### src/rtl/memwb_pipe_stage.sv
// MEM/WB pipeline register built as a two-entry skid buffer with registered in_ready.
// Optional stall/flush performance counters are enabled by defining MEMWB_PIPE_PERF_EN.
module memwb_pipe_stage #(
    parameter int DATA_W = 32,
    parameter int REG_W  = 5,
    parameter int CNT_W  = 16
) (
    input  logic              clk,
    input  logic              rst,
    input  logic              in_valid,
    output logic              in_ready,
    input  logic [DATA_W-1:0] in_read_data,
    input  logic [DATA_W-1:0] in_alu_out,
    input  logic [REG_W-1:0]  in_write_reg,
    input  logic              in_memtoreg,
    input  logic              in_wr_en,
    input  logic              flush,
    output logic              out_valid,
    input  logic              out_ready,
    output logic [DATA_W-1:0] out_read_data,
    output logic [DATA_W-1:0] out_alu_out,
    output logic [DATA_W-1:0] out_wb_data,
    output logic [REG_W-1:0]  out_write_reg,
    output logic              out_memtoreg,
    output logic              out_wr_en
`ifdef MEMWB_PIPE_PERF_EN
    ,
    output logic [CNT_W-1:0]  stall_cnt,
    output logic [CNT_W-1:0]  flush_cnt
`endif
);

    typedef struct packed {
        logic [DATA_W-1:0] read_data;
        logic [DATA_W-1:0] alu_out;
        logic [REG_W-1:0]  write_reg;
        logic              memtoreg;
        logic              wr_en;
    } entry_t;

    typedef enum logic [1:0] {
        EMPTY = 2'd0,
        ONE   = 2'd1,
        TWO   = 2'd2
    } state_t;

    state_t state, state_next;
    entry_t main_entry, skid_entry, in_entry;
    logic   in_xfer, out_xfer;
    logic   main_from_in, main_from_skid, skid_from_in;

    assign in_entry = '{read_data: in_read_data, alu_out: in_alu_out,
                        write_reg: in_write_reg, memtoreg: in_memtoreg,
                        wr_en: in_wr_en};

    assign out_valid = (state != EMPTY);
    assign in_xfer   = in_valid & in_ready;
    assign out_xfer  = out_valid & out_ready;

    always_comb begin
        state_next     = state;
        main_from_in   = 1'b0;
        main_from_skid = 1'b0;
        skid_from_in   = 1'b0;
        unique case (state)
            EMPTY: begin
                if (in_xfer) begin
                    state_next   = ONE;
                    main_from_in = 1'b1;
                end
            end
            ONE: begin
                if (in_xfer && out_xfer) begin
                    main_from_in = 1'b1;
                end else if (in_xfer) begin
                    state_next   = TWO;
                    skid_from_in = 1'b1;
                end else if (out_xfer) begin
                    state_next = EMPTY;
                end
            end
            TWO: begin
                if (out_xfer) begin
                    state_next     = ONE;
                    main_from_skid = 1'b1;
                end
            end
            default: state_next = EMPTY;
        endcase
        // Flush wins over any transfer; the held data is simply orphaned.
        if (flush) begin
            state_next = EMPTY;
        end
    end

    always_ff @(posedge clk) begin
        if (rst) begin
            state    <= EMPTY;
            in_ready <= 1'b1;
        end else begin
            state    <= state_next;
            in_ready <= (state_next != TWO);
        end
    end

    // Payload registers carry no reset; validity lives entirely in state.
    always_ff @(posedge clk) begin
        if (main_from_in) begin
            main_entry <= in_entry;
        end else if (main_from_skid) begin
            main_entry <= skid_entry;
        end
        if (skid_from_in) begin
            skid_entry <= in_entry;
        end
    end

    assign out_read_data = main_entry.read_data;
    assign out_alu_out   = main_entry.alu_out;
    assign out_write_reg = main_entry.write_reg;
    assign out_memtoreg  = main_entry.memtoreg;
    assign out_wb_data   = main_entry.memtoreg ? main_entry.read_data : main_entry.alu_out;
    assign out_wr_en     = out_valid & main_entry.wr_en;

`ifdef MEMWB_PIPE_PERF_EN
    function automatic logic [CNT_W-1:0] sat_inc(input logic [CNT_W-1:0] value);
        return (&value) ? value : value + 1'b1;
    endfunction

    always_ff @(posedge clk) begin
        if (rst) begin
            stall_cnt <= '0;
            flush_cnt <= '0;
        end else begin
            if (out_valid && !out_ready) begin
                stall_cnt <= sat_inc(stall_cnt);
            end
            if (flush) begin
                flush_cnt <= sat_inc(flush_cnt);
            end
        end
    end
`endif

endmodule

### config.mk
export PLATFORM = sky130hd
export DESIGN_NAME = memwb_pipe_stage
export DESIGN_NICKNAME = d
export VERILOG_FILES = /design/src/rtl/memwb_pipe_stage.sv
export SDC_FILE = /design/constraint.sdc
export NUM_CORES = 1
export LEC_CHECK = 0
export CORE_AREA = 2 2 135 163
export CTS_CLUSTER_DIAMETER = 40
export DETAILED_ROUTE_END_ITERATION = 8
export DIE_AREA = 0 0 137 165
export GPL_TIMING_DRIVEN = 1
export SETUP_SLACK_MARGIN = 0.15
export SLEW_MARGIN = 20
export SYNTH_ARGS = -nofsm -noshare
export SYNTH_HDL_FRONTEND = slang
export SYNTH_SLANG_ARGS = --single-unit
### constraint.sdc
create_clock -name clk -period 4.48 [get_ports clk]
set_input_delay 0.448 -clock clk [delete_from_list [all_inputs] [get_ports clk]]
set_output_delay 0.448 -clock clk [all_outputs]
set_load 0.01 [all_outputs]
==> results of run 1 <==
placed cells by master, fill, tap and decap left out, types with 3 or more instances in the layout:
master                            synthesis  final
sky130_fd_sc_hd__clkdlybuf4s50_1          0    180
sky130_fd_sc_hd__edfxtp_1               142    142
sky130_fd_sc_hd__mux2_2                  96     96
sky130_fd_sc_hd__clkbuf_16                0     17
sky130_fd_sc_hd__mux2_1                   7      7
sky130_fd_sc_hd__inv_6                    0      5
sky130_fd_sc_hd__buf_4                   69      5
sky130_fd_sc_hd__clkinv_2                 0      3
sky130_fd_sc_hd__dfxtp_1                  3      3
routing by layer:
layer	vias up	wire length, um	track usage	part of all wire
met5	-	0	0	0
met4	0	172	0.04499	0.014
met3	12	733	0.03683	0.058
met2	103	6392	0.1886	0.51
met1	1656	5319	0.1337	0.42
li1	1495	-	-	-
power groups by stage:
| stage | Clock [mW] | Sequential, mW | Combinational (mW) |
|---|---|---|---|
| 2_1_floorplan | 0 | 1.62 | 0.259 |
| 3_3_place_gp | 0 | 1.63 | 0.456 |
| 3_5_place_dp | 0 | 1.64 | 0.460 |
| 4_1_cts | 1.45 | 1.61 | 0.463 |
| 5_1_grt | 1.50 | 1.61 | 0.486 |
| 6_report | 1.40 | 1.61 | 0.454 |
kinds of logic after synthesis:
family,synth area share
flip-flops,0.6930
multiplexers,0.1875
XOR/XNOR,0.001404
AO/OA/AOI/OAI,0.005414
AND/OR/NAND/NOR,0.01344
buffers and inverters,0.09926
critical path, stage by stage (launching register included):
cell and delay [ps]:
sky130_fd_sc_hd__edfxtp_1 940, sky130_fd_sc_hd__buf_4 430, sky130_fd_sc_hd__mux2_2 380, sky130_fd_sc_hd__clkdlybuf4s50_1 510
area by class of cell:
class	count	area [um^2]	area share
well taps	270	337.8	0.04011
clock buffers	17	425.4	0.05051
inverters	1	3.754	0.0004456
repair buffers	186	1859	0.2207
flip-flops and latches	145	4324	0.5134
clock inverters	15	155.1	0.01842
multi-input cells	121	1318	0.1564
per-stage QoR:
stage / std cells / area [um^2] / setup slack, ps / power, mW
floorplan: 347 / 6246 / 378.6 / 1.880
global placement: 723 / 7843 / 1677 / 2.091
detailed placement: 723 / 7843 / 1646 / 2.096
CTS: 755 / 8423 / 1268 / 3.518
global route: 755 / 8423 / 1199 / 3.603
finish: 755 / 8423 / 1358 / 3.465
worst paths after layout:
kind                        from              end  slack, ps  cells after the start
setup / recovery    out_memtoreg  out_wb_data[28]       1360                      3
hold / removal    skid_entry[12]   out_alu_out[5]        530                      1
setup reg to reg        state[1]  out_alu_out[20]       2240                      4
hold reg to reg   skid_entry[12]   out_alu_out[5]        530                      1
==> reports/summary.txt, run 1 <==
Status - finished, final reports clean
Fill cell count - 1904
YS warnings - 0
# port buffers - 180
Fin Clk Skew - 5.774 ps
Most frequent cells after synthesis - sky130_fd_sc_hd__edfxtp_1 (142), sky130_fd_sc_hd__mux2_2 (96), sky130_fd_sc_hd__buf_4 (69)
Final Max Slew Viols - 0
Mean Syn Cell Area - 17.98 um^2
Net count reported at finish - 548
Area share of the leading cell type in the synthesized netlist - 0.6834
Vias after detailed routing - 3266
Global-route wire length before repair - 19000 um
Clock tree from TritonCTS - yes
Inserted Clock Buffers - 17
Switch share - 0.2277
Reg clk slew, reported paths - 60 ps
Flop and latch count out of synthesis - 145
Remaining Overflow, GRT - 0
Max FO, Critical Path - 17
Count of different cell masters after synthesis - 25
Cells resized by post-CTS repair - 0
Routed length per instance - 16.71 um
P per Cell Area - 411.4 mW/mm^2
Final antenna-violating net count - 0
Hold-fix buffers, CTS - 0
Core utilization of the finished layout - 0.4030
TritonCTS sink count - 145
Post-detailed-placement half-perimeter wirelength - 8470 um
Final estimated routing congestion in global placement - 0.6906
Final WL - 12620 um
Class of the most critical hold timing path - register to register
CORE AREA - 0.02090 mm^2
Setup fix buffers added after clock tree synthesis - 0
Number of placement rows - 58
Biggest area contributors in the synthesized netlist - sky130_fd_sc_hd__edfxtp_1 (68%), sky130_fd_sc_hd__mux2_2 (17%), sky130_fd_sc_hd__buf_4 (8.3%)
CP Data Arrival Time - 2670 ps
Via count of the first global-routing pass - 3486
Register name with the most flops - skid_entry
Share of the cycle needed by the critical path after routing - 0.6969
Die span in x - 137 um
Number of enable-type register cells in the synthesized netlist - 142
Starting Density - 0.2986
Leak pwr - 2.844 nW
Max Buffers Root-to-Sink - 2
Vias per cell - 4.326
Overall die area - 0.02261 mm^2
Most instantiated library cell after synthesis - sky130_fd_sc_hd__edfxtp_1
Vertical die dimension - 165 um
Largest net degree at the start of global routing - 72
CTS root buffer - sky130_fd_sc_hd__clkbuf_16
Fraction of power consumed by the clock network - 0.405
Startpoint type of the worst setup path - register
Clock Latency Late Sink - 410 ps
Layout cell share with drive strength beyond 1 - 0.2845
Startpoint-to-endpoint class of the critical path - register to output pin
Crit path required time - 4030 ps
Initial antenna violation count - 0
Total negative slack for setup checks - 0 ps
Kind of end point of the critical path - output pin
Mapped cell area - 0.006240 mm^2
Share of async-settable or async-resettable flops after synthesis - 0
Area Growth Syn to Fin - 34.99%
Sequential power share - 0.464
Final routed DRC violation total - 0
Minimum hold slack - 526.7 ps
Number of violations of the max-capacitance limit - 0
Sequential cell area fraction in the yosys report - 0.6930
Measured slew at the worst slew-check pin - 1014 ps
First-pass DRT Iterations - 4
Global router's overall resource usage - 0.1128
Number of ports placed on the die boundary - 181
Net switching component of the power - 0.7889 mW
Logic pwr share - 0.131
Worst-case vdd ir drop - 0.2364 mV
Yosys top cell by area - sky130_fd_sc_hd__edfxtp_1
Maximum level of the CTS H-tree - 4
Number of hold violations in the final report - 0
Internal Power - 2.676 mW
Peak Freq - 0.3203 GHz
Final min period - 3122 ps
Prevailing post-synth register cell - sky130_fd_sc_hd__edfxtp_1
Number of setup violations in the final report - 0
Max FFs per register - 71
RSZ-0062 raised after global routing - false
Worst slew slack as a fraction of its limit - 0.3241
Iteration-0 DRC Markers - 174
Number of inserted diodes - 0
Number of cells produced by synthesis - 347
Synthesized net count - 423
Power figures use the tool's default switching activity.
==> run 2: changes to the inputs <==
==> constraint.sdc (replaced) <==
create_clock -name clk -period 2.6 [get_ports clk]
set_input_delay 0.26 -clock clk [delete_from_list [all_inputs] [get_ports clk]]
set_output_delay 0.26 -clock clk [all_outputs]
set_load 0.01 [all_outputs]
==> run 2 against run 1 <==
Effect of this change:
- global-route usage fell by 0.20 points
- routed wire length fell by 1.1%
- clock-buffer cell count rose by 3
- critical path depth did not move
- register-to-register slack got worse by 1400 ps
- critical path type unchanged
- highest routed layer is now met5
==> reports/summary.txt, run 2 (synthesized netlist as in run 1, its figures left out) <==
Status - finished, final reports clean
Peak Freq - 0.4316 GHz
Overall die area - 0.02261 mm^2 (unchanged)
Measured slew at the worst slew-check pin - 535.1 ps (-478.7 ps)
Starting Density - 0.2986 (unchanged)
Area Growth Syn to Fin - 35.25%
Via count of the first global-routing pass - 3398 (-2.5%)
Sequential standard cell area - 0.004324 mm^2 (unchanged)
Layout cell share with drive strength beyond 1 - 0.2789 (-0.005610)
Leading cell type in the layout, fill and taps excluded - sky130_fd_sc_hd__clkdlybuf4s50_1
RSZ-0062 raised after global routing - false
Number of inserted diodes - 0 (unchanged)
Final antenna-violating net count - 0 (unchanged)
Worst slew slack as a fraction of its limit - 0.6433 (+0.3191)
Vias per cell - 4.260 (-1.5%)
Number of violations of the max-capacitance limit - 0 (unchanged)
Clock Latency Late Sink - 410 ps (about the same)
Global router's overall resource usage - 0.1108 (-0.001973)
Setup fix buffers added after clock tree synthesis - 0 (unchanged)
Max FO, Critical Path - 33 (+16)
CORE AREA - 0.02090 mm^2 (unchanged)
Leak pwr - 2.848 nW (+0.17%)
Max Buffers Root-to-Sink - 2 (unchanged)
Class of the most critical hold timing path - input pin to register
Commonest cells after routing, fill and taps aside - sky130_fd_sc_hd__clkdlybuf4s50_1 (180), sky130_fd_sc_hd__edfxtp_1 (142), sky130_fd_sc_hd__mux2_2 (96)
Reg clk slew, reported paths - 60 ps (about the same)
CP Data Arrival Time - 2060 ps (-610 ps)
Worst-case vdd ir drop - 0.3735 mV (+58%)
Startpoint-to-endpoint class of the critical path - register to output pin
Number of hold violations in the final report - 0 (unchanged)
Net count reported at finish - 547 (-0.18%)
Number of setup violations in the final report - 0 (unchanged)
Clock tree from TritonCTS - yes
Register name with the most flops - skid_entry
Final min period - 2317 ps
Share of the cycle needed by the critical path after routing - 0.8912
Post-detailed-placement half-perimeter wirelength - 8091 um (-4.5%)
# port buffers - 180 (unchanged)
Fill cell count - 1894 (-0.53%)
Iteration-0 DRC Markers - 159 (-8.6%)
Largest net degree at the start of global routing - 72 (unchanged)
Cells resized by post-CTS repair - 0 (unchanged)
Number of ports placed on the die boundary - 181 (unchanged)
P per Cell Area - 712.4 mW/mm^2 (+73%)
Crit path required time - 2340 ps (-1690 ps)
Die span in x - 137 um (unchanged)
CTS root buffer - sky130_fd_sc_hd__clkbuf_16
Area of the multi-input gates - 0.001318 mm^2 (unchanged)
Final WL - 12470 um (-1.1%)
Initial antenna violation count - 1 (+1)
Final estimated routing congestion in global placement - 0.6926 (+0.29%)
Max FFs per register - 71 (unchanged)
Maximum level of the CTS H-tree - 4 (unchanged)
Inserted Clock Buffers - 17 (unchanged)
Core utilization of the finished layout - 0.4038 (+0.0007780)
Number of placement rows - 58 (unchanged)
Vertical die dimension - 165 um (unchanged)
Total negative slack for setup checks - 0 ps (unchanged)
Global-route wire length before repair - 18750 um (-1.3%)
Final Max Slew Viols - 0 (unchanged)
TritonCTS sink count - 145 (unchanged)
First-pass DRT Iterations - 4 (unchanged)
Vias after detailed routing - 3212 (-1.7%)
Kind of end point of the critical path - output pin
Fin Clk Skew - 11.23 ps (+5.451 ps)
Remaining Overflow, GRT - 0 (unchanged)
Routed length per instance - 16.54 um (-0.99%)
Startpoint type of the worst setup path - register
Final routed DRC violation total - 0 (unchanged)
Hold-fix buffers, CTS - 0 (unchanged)
Minimum hold slack - 427.5 ps (-99.17 ps)
run 2: final cells by class:
type / count / share of cell area
repair buffers: 185 / 0.2209
flip-flops and latches: 145 / 0.5124
well taps: 270 / 0.04003
clock buffers: 20 / 0.05174
inverters: 1 / 0.0004448
multi-input cells: 121 / 0.1561
clock inverters: 12 / 0.01838
run 2: per-stage QoR:
| stage | power [mW] | setup slack [ps] | std cells | instance area, um^2 |
|---|---|---|---|---|
| CTS | 6.122 | 215.5 | 754 | 8439 |
| global placement | 3.600 | 435.5 | 722 | 7848 |
| floorplan | 3.239 | 275.7 | 347 | 6261 |
| global route | 6.265 | 185.0 | 754 | 8439 |
| detailed placement | 3.614 | 372.0 | 722 | 7848 |
| finish | 6.012 | 282.9 | 754 | 8439 |
run 2: power by group:
part	internal (mW)	leakage, nW	switching, mW	total (mW)
Clock	1.51	0.285	0.946	2.46
Sequential	2.71	1.37	0.0548	2.76
Combinational	0.487	1.19	0.305	0.791
Total	4.71	2.85	1.31	6.01
run 2: critical path, stage by stage (launching register included):
cell and delay, ps:
sky130_fd_sc_hd__edfxtp_1 320, sky130_fd_sc_hd__buf_4 420, sky130_fd_sc_hd__mux2_2 390, sky130_fd_sc_hd__clkdlybuf4s50_1 490
run 2: path summary, 6_finish.rpt:
path | cells after the start | end | slack [ps] | start
hold / removal | 1 | skid_entry[38] | 430 | in_alu_out[31]
hold reg to reg | 1 | out_alu_out[5] | 530 | skid_entry[12]
setup reg to reg | 4 | out_read_data[22] | 810 | state[1]
setup / recovery | 3 | out_wb_data[28] | 280 | out_memtoreg
run 2: per-layer routing:
layer / track usage / share of wire / vias up / routed length (um)
met3: 0.03683 / 0.062 / 12 / 779
li1: - / - / 1497 / -
met1: 0.1301 / 0.40 / 1592 / 5045
met5: 0 / 0.00096 / - / 12
met2: 0.1872 / 0.52 / 109 / 6491
met4: 0.04217 / 0.012 / 2 / 145
==> edit: new RTL, settings of run 1 <==
Set the parameter `DATA_W` to 24 (it was 32).
--- a/src/rtl/memwb_pipe_stage.sv
+++ b/src/rtl/memwb_pipe_stage.sv
@@ -3,3 +3,3 @@
 module memwb_pipe_stage #(
-    parameter int DATA_W = 32,
+    parameter int DATA_W = 24,
     parameter int REG_W  = 5,
Interface: changed (5 resized); port bits go from 181 to 141. No check against the original RTL was run, so the function may have changed too.
==> edit against run 1 <==
  * Sequential cell count decreased by 32
  * Setup slack improved by 370 ps
  * Power fell by 18%
  * Cell area down 20%
  * Wire length fell by 22%
  * Clock skew rose by 2.2 ps
  * Synthesized area fell by 22%
  * Clock power down 13%
  * Worst hold slack gained 0.55 ps
  * Synthesized cell count is 22% lower
  * Largest cell class unchanged
  * Highest routed layer unchanged
==> edit: results (changes against run 1) <==
<table>
<tr><th>Metric</th><th>Value</th></tr>
<tr><th colspan="2">Status</th></tr>
<tr><td>Status</td><td>complete, no violations</td></tr>
<tr><th colspan="2">Clock tree</th></tr>
<tr><td>Setup bufs post-CTS</td><td>0 (unchanged)</td></tr>
<tr><th colspan="2">Logic synthesis</th></tr>
<tr><td>Sequential fraction of the synthesis area</td><td>69.3% (about the same)</td></tr>
<tr><td>Commonest cells in the synthesized netlist</td><td>sky130_fd_sc_hd__edfxtp_1 (110), sky130_fd_sc_hd__mux2_2 (75), sky130_fd_sc_hd__buf_4 (55), sky130_fd_sc_hd__mux2_1 (4)</td></tr>
<tr><td>Number of flops mapped to enable cells by yosys</td><td>110 (-23%)</td></tr>
<tr><th colspan="2">STA</th></tr>
<tr><td>Worst Skew</td><td>7.98 ps (+2.21 ps)</td></tr>
<tr><td>Worst slew pin tran</td><td>755 ps (-259 ps)</td></tr>
<tr><th colspan="2">Setup path</th></tr>
<tr><td>Highest fanout seen on the critical path</td><td>16 (-1)</td></tr>
<tr><td>Top Family by Delay on Critical Path</td><td>buffers and inverters</td></tr>
<tr><td>Largest stage delay, worst path</td><td>640 ps (-300 ps)</td></tr>
<tr><th colspan="2">Place</th></tr>
<tr><td>Placement-stage cell area</td><td>6230 um2 (-21%)</td></tr>
<tr><td>Placer's final routability congestion estimate</td><td>0.682 (-1.2%)</td></tr>
<tr><td>Port buffer count</td><td>140 (-22%)</td></tr>
<tr><td>Total half-perimeter wirelength after legalization and detailed placement</td><td>6750 um (-20%)</td></tr>
<tr><th colspan="2">Routing</th></tr>
<tr><td>Avg WL per Cell</td><td>14.9 um (-11%)</td></tr>
<tr><td>First DRT Iteration DRCs</td><td>92 (-47%)</td></tr>
<tr><th colspan="2">Finish</th></tr>
<tr><td>Number of nets in the finished design</td><td>437 (-20%)</td></tr>
<tr><td>Share of final-layout standard cells stronger than drive strength 1</td><td>28.7% (+0.23 points)</td></tr>
<tr><td>Max reg flops</td><td>55 (-23%)</td></tr>
<tr><th colspan="2">GRT</th></tr>
<tr><td>Total routing resource utilization after global routing</td><td>8.92% (-2.4 points)</td></tr>
<tr><td>Via count of the first global-routing pass</td><td>2772 (-20%)</td></tr>
<tr><td>Maximum number of pins on one net before global-route repair</td><td>56 (-22%)</td></tr>
<tr><td>Wire length of the first global-routing pass</td><td>14800 um (-22%)</td></tr>
<tr><th colspan="2">Power</th></tr>
<tr><td>Switching fraction of total power</td><td>20.8% (-1.9 points)</td></tr>
<tr><td>Peak supply drop</td><td>0.228 mV (-3.6%)</td></tr>
<tr><td>Reported leakage power</td><td>2.28 nW (-20%)</td></tr>
</table>
## edit: changes by cell type in the layout (fill, tap and decap cells not counted), sizes merged, moves of 5 or more
| cell | before | now |
|---|---|---|
| clkdlybuf4s50 | 180 | 140 |
| edfxtp | 142 | 110 |
| inv | 6 | 1 |
| mux2 | 103 | 79 |
## edit: logic make-up after synthesis
group           Yosys count  share of synthesized area [%]
simple gates             12                           1.73
xor+xnor                  1                          0.180
flops                   113                           69.3
buf+inv                  62                           9.56
mux                      80                           18.5
compound gates            4                          0.696
## edit: layer usage
layer | GRT usage, % | vias up | routed length [um] | part of all wire (%)
met1 | 10.0 | 1264 | 4120 | 42
met3 | 3.71 | 12 | 659 | 6.7
li1 | - | 1186 | - | -
met4 | 3.94 | 0 | 163 | 1.7
met2 | 14.7 | 105 | 4870 | 50
met5 | 0 | - | 0 | 0
## edit: worst paths after layout
path                        from              to  slack (ps)  cells past startpoint
setup / recovery    out_memtoreg  out_wb_data[9]        1730                      3
hold / removal    skid_entry[10]  out_alu_out[3]         530                      1
setup reg to reg        state[0]  skid_entry[24]        2460                      3
hold reg to reg   skid_entry[10]  out_alu_out[3]         530                      1
## edit: final cells by class
cell class | instances | area [um2]
clock buffers | 19 | 433
clock inverters | 10 | 96.3
fillers | 2052 | 14100
inverters | 1 | 3.75
multi-input cells | 97 | 1050
flip-flops and latches | 113 | 3360
well taps | 270 | 338
repair buffers | 147 | 1470
## edit: power groups by stage
stage / combinational (W) / sequential [W] / clock [W]
final: 0.000357 / 0.00125 / 0.00122
after global routing: 0.000382 / 0.00126 / 0.00130
after CTS: 0.000364 / 0.00125 / 0.00127
after detailed placement: 0.000362 / 0.00127 / 0
after global placement: 0.000354 / 0.00127 / 0
after floorplan: 0.000198 / 0.00126 / 0
## edit: stage by stage
step                util, %  hold WS, ps  cells
floorplan                 -          498    272
global placement       29.7          526    627
detailed placement     29.8          520    628
CTS                    32.3          534    657
global route           32.3          552    657
finish                 32.3          527    657
